**config.mk**
```make
export PLATFORM = sky130hd
export DESIGN_NAME = tlp2reg_wr
export DESIGN_NICKNAME = d
export VERILOG_FILES = /design/src/rtl/tlp2reg_wr.sv
export SDC_FILE = /design/constraint.sdc
export NUM_CORES = 1
export LEC_CHECK = 0
export ABC_AREA = 1
export CELL_PAD_IN_SITES_DETAIL_PLACEMENT = 2
export CELL_PAD_IN_SITES_GLOBAL_PLACEMENT = 2
export CORE_MARGIN = 4
export CORE_UTILIZATION = 34
export DETAILED_ROUTE_END_ITERATION = 8
export HOLD_SLACK_MARGIN = 0.03
export PLACE_DENSITY = 0.87
export SYNTH_ARGS = -nofsm -noshare
export SYNTH_HDL_FRONTEND = slang
export SYNTH_SLANG_ARGS = --single-unit
```
**constraint.sdc**
```tcl
create_clock -name clk -period 4.6 [get_ports clk]
set_clock_uncertainty 0.05 [all_clocks]
set_input_delay 1.15 -clock clk [delete_from_list [all_inputs] [get_ports clk]]
set_output_delay 1.15 -clock clk [all_outputs]
set_load 0.03 [all_outputs]
```
**src/rtl/tlp2reg_wr.sv**
```systemverilog
// tlp2reg_wr: decodes single-DW memory-write TLPs from the TRN rx stream into
// a bank of write-only registers. Hits are queued in a small FIFO and handed to
// a slow consumer through a four-phase acc_en/acc_en_ack handshake.
module tlp2reg_wr #(
   parameter int unsigned BARHIT      = 2,
   parameter logic [5:0]  BASE_DW     = 6'h00,
   parameter int unsigned ADDR_W      = 2,
   parameter int unsigned FIFO_AW     = 2,
   parameter int unsigned SYNC_STAGES = 2
) (
   input  logic              clk,
   input  logic              rst,
   input  logic [63:0]       trn_rd,
   input  logic [7:0]        trn_rrem_n,
   input  logic              trn_rsof_n,
   input  logic              trn_reof_n,
   input  logic              trn_rsrc_rdy_n,
   input  logic [6:0]        trn_rbar_hit_n,
   output logic [31:0]       acc_data,
   output logic [ADDR_W-1:0] acc_addr,
   output logic              acc_en,
   input  logic              acc_en_ack,
   output logic              fifo_full,
   output logic [15:0]       drop_cnt
);

   localparam int unsigned DEPTH     = 2**FIFO_AW;
   localparam int unsigned PTR_W     = FIFO_AW + 1;
   localparam logic [6:0]  FT_MWR32  = 7'b1000000;
   localparam logic [6:0]  FT_MWR64  = 7'b1100000;
   localparam logic [6:0]  BANK_SIZE = 7'(2**ADDR_W);
   localparam logic [2:0]  BAR_SEL   = 3'(BARHIT);

   typedef struct packed {
      logic [ADDR_W-1:0] idx;
      logic [31:0]       data;
   } entry_t;

   typedef enum logic [1:0] {RX_IDLE, RX_H32, RX_H64, RX_D64} rx_state_t;
   typedef enum logic [1:0] {OUT_IDLE, OUT_REQ, OUT_WAIT_HI, OUT_WAIT_LO} out_state_t;

   function automatic logic [31:0] byteswap(input logic [31:0] b);
      return {b[7:0], b[15:8], b[23:16], b[31:24]};
   endfunction

   rx_state_t         rx_state, rx_next;
   logic [ADDR_W-1:0] rx_idx, rx_idx_nxt;
   out_state_t        out_state, out_next;

   logic              beat_c, sof_c, hdr_hit_c;
   logic [6:0]        diff32_c, diff64_c;
   logic              in32_c, in64_c;
   rx_state_t         hdr_next_c;

   logic              push_c, pop_c, wr_en_c, drop_c, empty_c, full_nxt_c;
   entry_t            push_entry_c, head_c;
   logic [PTR_W-1:0]  wr_ptr, rd_ptr, wr_nxt_c, rd_nxt_c;
   entry_t            mem [DEPTH];

   logic [SYNC_STAGES-1:0] ack_sync;
   logic              ack_s_c;
   logic              acc_en_nxt;
   logic [31:0]       data_nxt;
   logic [ADDR_W-1:0] addr_nxt;

   logic              unused_c;
   assign unused_c = ^{trn_rrem_n, trn_rd[55:42], trn_rbar_hit_n};

   // Beat qualification, header decode and DW-offset range checks
   always_comb begin
      beat_c    = !trn_rsrc_rdy_n;
      sof_c     = beat_c && !trn_rsof_n;
      hdr_hit_c = !trn_rbar_hit_n[BAR_SEL] && (trn_rd[41:32] == 10'd1);
      // A borrow wraps the difference above 63, so one compare covers both bounds
      diff32_c  = 7'({1'b0, trn_rd[39:34]}) - 7'({1'b0, BASE_DW});
      diff64_c  = 7'({1'b0, trn_rd[7:2]}) - 7'({1'b0, BASE_DW});
      in32_c    = diff32_c < BANK_SIZE;
      in64_c    = diff64_c < BANK_SIZE;
      hdr_next_c = RX_IDLE;
      if (hdr_hit_c && trn_rd[62:56] == FT_MWR32) begin
         hdr_next_c = RX_H32;
      end else if (hdr_hit_c && trn_rd[62:56] == FT_MWR64) begin
         hdr_next_c = RX_H64;
      end
   end

   // Rx FSM next state and FIFO push request
   always_comb begin
      rx_next           = rx_state;
      rx_idx_nxt        = rx_idx;
      push_c            = 1'b0;
      push_entry_c.idx  = diff32_c[ADDR_W-1:0];
      push_entry_c.data = byteswap(trn_rd[31:0]);
      if (sof_c) begin
         rx_next = hdr_next_c;
      end else if (beat_c) begin
         case (rx_state)
            RX_H32: begin
               push_c  = in32_c;
               rx_next = RX_IDLE;
            end
            RX_H64: begin
               rx_next = RX_IDLE;
               if (trn_reof_n && in64_c) begin
                  rx_next    = RX_D64;
                  rx_idx_nxt = diff64_c[ADDR_W-1:0];
               end
            end
            RX_D64: begin
               push_c            = 1'b1;
               push_entry_c.idx  = rx_idx;
               push_entry_c.data = byteswap(trn_rd[63:32]);
               rx_next           = RX_IDLE;
            end
            default: rx_next = RX_IDLE;
         endcase
      end
   end

   // Rx FSM state register
   always_ff @(posedge clk or posedge rst) begin
      if (rst) begin
         rx_state <= RX_IDLE;
         rx_idx   <= '0;
      end else begin
         rx_state <= rx_next;
         rx_idx   <= rx_idx_nxt;
      end
   end

   // FIFO pointer arithmetic; a push into a full FIFO is dropped even on a pop cycle
   always_comb begin
      wr_en_c    = push_c && !fifo_full;
      drop_c     = push_c && fifo_full;
      empty_c    = (wr_ptr == rd_ptr);
      wr_nxt_c   = wr_ptr + PTR_W'(wr_en_c);
      rd_nxt_c   = rd_ptr + PTR_W'(pop_c);
      full_nxt_c = (PTR_W'(wr_nxt_c - rd_nxt_c) == PTR_W'(DEPTH));
      head_c     = mem[rd_ptr[FIFO_AW-1:0]];
   end

   // FIFO storage
   always_ff @(posedge clk) begin
      if (wr_en_c) begin
         mem[wr_ptr[FIFO_AW-1:0]] <= push_entry_c;
      end
   end

   // FIFO pointers, full flag and saturating drop counter
   always_ff @(posedge clk or posedge rst) begin
      if (rst) begin
         wr_ptr    <= '0;
         rd_ptr    <= '0;
         fifo_full <= 1'b0;
         drop_cnt  <= '0;
      end else begin
         wr_ptr    <= wr_nxt_c;
         rd_ptr    <= rd_nxt_c;
         fifo_full <= full_nxt_c;
         if (drop_c && drop_cnt != 16'hFFFF) begin
            drop_cnt <= drop_cnt + 16'd1;
         end
      end
   end

   // Acknowledge synchroniser
   always_ff @(posedge clk or posedge rst) begin
      if (rst) begin
         ack_sync <= '0;
      end else begin
         ack_sync <= {ack_sync[SYNC_STAGES-2:0], acc_en_ack};
      end
   end
   assign ack_s_c = ack_sync[SYNC_STAGES-1];

   // Output FSM next state: pop, request, wait ack high, wait ack low
   always_comb begin
      out_next   = out_state;
      pop_c      = 1'b0;
      acc_en_nxt = acc_en;
      data_nxt   = acc_data;
      addr_nxt   = acc_addr;
      case (out_state)
         OUT_IDLE: begin
            if (!empty_c) begin
               pop_c    = 1'b1;
               data_nxt = head_c.data;
               addr_nxt = head_c.idx;
               out_next = OUT_REQ;
            end
         end
         OUT_REQ: begin
            acc_en_nxt = 1'b1;
            out_next   = OUT_WAIT_HI;
         end
         OUT_WAIT_HI: begin
            if (ack_s_c) begin
               acc_en_nxt = 1'b0;
               out_next   = OUT_WAIT_LO;
            end
         end
         OUT_WAIT_LO: begin
            if (!ack_s_c) begin
               out_next = OUT_IDLE;
            end
         end
         default: out_next = OUT_IDLE;
      endcase
   end

   // Output FSM state and registered access outputs
   always_ff @(posedge clk or posedge rst) begin
      if (rst) begin
         out_state <= OUT_IDLE;
         acc_en    <= 1'b0;
         acc_data  <= '0;
         acc_addr  <= '0;
      end else begin
         out_state <= out_next;
         acc_en    <= acc_en_nxt;
         acc_data  <= data_nxt;
         acc_addr  <= addr_nxt;
      end
   end

endmodule

```
==> flow_summary.ini <==
[outcome]
outcome = finished clean

[die]
start_util = 0.349
fp.dieW_um = 169
rows = 58
boundaryPins = 137
die_area_um2 = 28700
coreArea_um2 = 25400
dieHeight_um = 169

[critical_path]
critPathSlowestCell = o21ai_0
r2r_start = rd_ptr[0]
arrival_ns = 3.62
reg2reg_setup_slack_ns = 1.33
crit_required_ns = 4.78
slowest_delay_ns = 0.58
worstSetupEndpointType = flop
path_buf_inv = 3
crit_type = in -> reg
critical-path-top-delay-family = buffers and inverters
path_max_fanout = 35
startpoint_type = input pin
r2r_cells = 13
cp_cell_sequence = clkdlybuf4s50_1 > inv_2 > nand2_1 > nor2_4 > nand2_2 > buf_4 > o21ai_0
r2r-end = fifo_full

[yosys]
syn_inst = 881
synthSimpleGateAreaFrac = 0.202
synth.distinct_cells = 28
netlist_top_cells_count = nand2_1 (246), edfxtp_1 (136), nor2_1 (122)
synthTopCellsByArea = edfxtp_1 (46%), dfrtp_1 (19%), nand2_1 (10%)
syn_area_um2 = 8860
post_synth.cell_area_avg_um2 = 10.1
ys_seq_area_frac = 0.647
synth_top_family_by_area = simple AND/OR/NAND/NOR gates
async_flop_share = 0.327
synth_top_area_frac = 0.461
synth_compound_area_frac = 0.0786
synth_xor_area_frac = 0.00988
synth_ff_type = edfxtp_1
ys.warnings.count = 0
yosys-mux-area-fraction = 0
synth_top_cell_by_area = edfxtp_1
synth_edf_count = 136
syn_nets = 978
synth_most_common_cell = nand2_1
synth_seq_cells = 202
synthAdderAreaFrac = 0.0169

[cts]
cts_setup_buffers = 0
path_clk_slew_ns = 0.06
root_buffer = clkbuf_16
clock_path_buffers = 3
cts_resized = 0
cts.sinks = 202
cts_tree = done
clock_latency_ns = 0.53
numCtsBuffers = 24
hold_buffers = 0
h-tree-depth = 1

[routing]
routed_wl_um = 28600
vias = 6898
wl_per_cell_um = 21.2
ant_nets = 0
dr.pass1.iters = 4
drc = 0
drtIter0Drc = 381
viasPerCell = 5.10

[sta]
fmax_mhz = 291
rsz0062_at_grt = no
report.final.slew_viol_count = 0
fin_setup_tns_ns = 0
whs_ns = 0.304
hold_viol = 0
tightest_slew_ns = 1.05
period_share = 0.748
setup_viol_count_final = 0
maxSlewHeadroom = 0.300
fin_crit_ns = 3.44

[power_and_ir_drop]
p_leak_nw = 4.52
worst_ir_drop_vdd_v = 0.000293
p_per_area_nw_per_um2 = 549

[final_layout]
final.fill_count = 2753
area_growth_pct = 25.7
multiInputGateArea_um2 = 2750
fin_cells = 1353
regArea_um2 = 5740
fin_nets = 1101
drive_gt1_frac = 0.0861

[global_routing]
grt_pass1_wl_um = 44200
gr-total-overflow = 0
antenna_found_initial = 1
grt_pass1_vias = 7835
grtUsageTotal = 0.196
grt_max_degree = 70

[hold_path]
min_from = ack_sync[0]
whs_endpoint = ack_sync[1]
hp-class = reg -> reg
holdPathStages = 0

[place]
dp_cells = 1308
port_buffers = 122
gp_congestion = 0.749
dpl.hpwl_um = 18800

[run]
drv_cap = 0
-- cells by family (layout without fill, tap and decap cells) --
| kind of cell | Yosys count | in the layout |
|---|---|---|
| and+or+nand+nor | 438 | 438 |
| AOI/OAI and AO/OA | 134 | 134 |
| xor gates and xnor gates | 10 | 10 |
| adders and majority gates | 12 | 12 |
| buffers and inverters | 85 | 226 |
| DFF | 202 | 202 |
| other | 0 | 1 |
-- sequential cells by signal, summed over array words and instances (netlist names) --
name       flops
rx_idx         2
acc_data      32
fifo_full      1
ack_sync       2
acc_en         1
rx_state       2
wr_ptr         3
out_state      2
drop_cnt      16
mem          136
acc_addr       2
rd_ptr         3
-- worst max-delay path by stage --
stage / end / slack, ns / from / depth (start not counted)
finish: mem[1][33] / 1.16 / trn_rsrc_rdy_n / 7
global route: mem[1][33] / 1.02 / trn_rsrc_rdy_n / 7
CTS: fifo_full / 1.18 / trn_rsof_n / 11
detailed placement: mem[1][33] / 0.67 / trn_rsof_n / 6
global placement: fifo_full / 0.81 / trn_rsof_n / 11
floorplan: mem[2][0] / 0.17 / trn_rsrc_rdy_n / 5
-- cell usage in the layout, fill, tap and decap left out, drive strengths merged, types with 9 or more instances in the layout --
| master | netlist | final |
|---|---|---|
| inv | 44 | 43 |
| o21ai | 129 | 129 |
| clkdlybuf4s50 | 0 | 122 |
| edfxtp | 136 | 136 |
| dfrtp | 66 | 66 |
| nand3 | 37 | 37 |
| ha | 12 | 12 |
| buf | 27 | 16 |
| nand2 | 255 | 255 |
| nor3 | 9 | 9 |
| nor2 | 127 | 127 |
| clkinv | 0 | 14 |
| clkbuf | 14 | 31 |
-- per-layer routing --
metal | up-vias | GRT usage | wire, um
met5 | - | 0 | 0
met4 | 0 | 0.0634 | 744
met3 | 44 | 0.0207 | 1110
met2 | 167 | 0.372 | 15200
met1 | 3505 | 0.233 | 11500
li1 | 3182 | - | -
-- final cells by class --
cell class,instances,share of cell area
Sequential cell,202,0.515
Multi-Input combinational cell,594,0.246
Timing Repair Buffer,138,0.121
Clock buffer,31,0.0589
Tap cell,330,0.0370
Inverter,44,0.0149
Clock inverter,13,0.00640
Antenna cell,1,0.000224
-- power breakdown --
group / switching, mW / leakage [nW] / internal [mW]
Clock: 0.767 / 0.366 / 1.01
Combinational: 1.36 / 2.13 / 0.694
Sequential: 0.159 / 2.03 / 2.13
Total: 2.29 / 4.52 / 3.83
-- stage by stage --
stage / setup WS [ns] / cell area, um^2 / utilization / power, mW
after floorplan: 0.171 / 8860 / - / 3.60
after global placement: 0.808 / 10400 / 0.410 / 4.22
after detailed placement: 0.666 / 10400 / 0.410 / 4.37
after CTS: 1.18 / 11100 / 0.439 / 6.20
after global routing: 1.02 / 11100 / 0.439 / 6.49
final: 1.16 / 11100 / 0.439 / 6.12
Note: power is estimated with default switching activity, not from simulation.
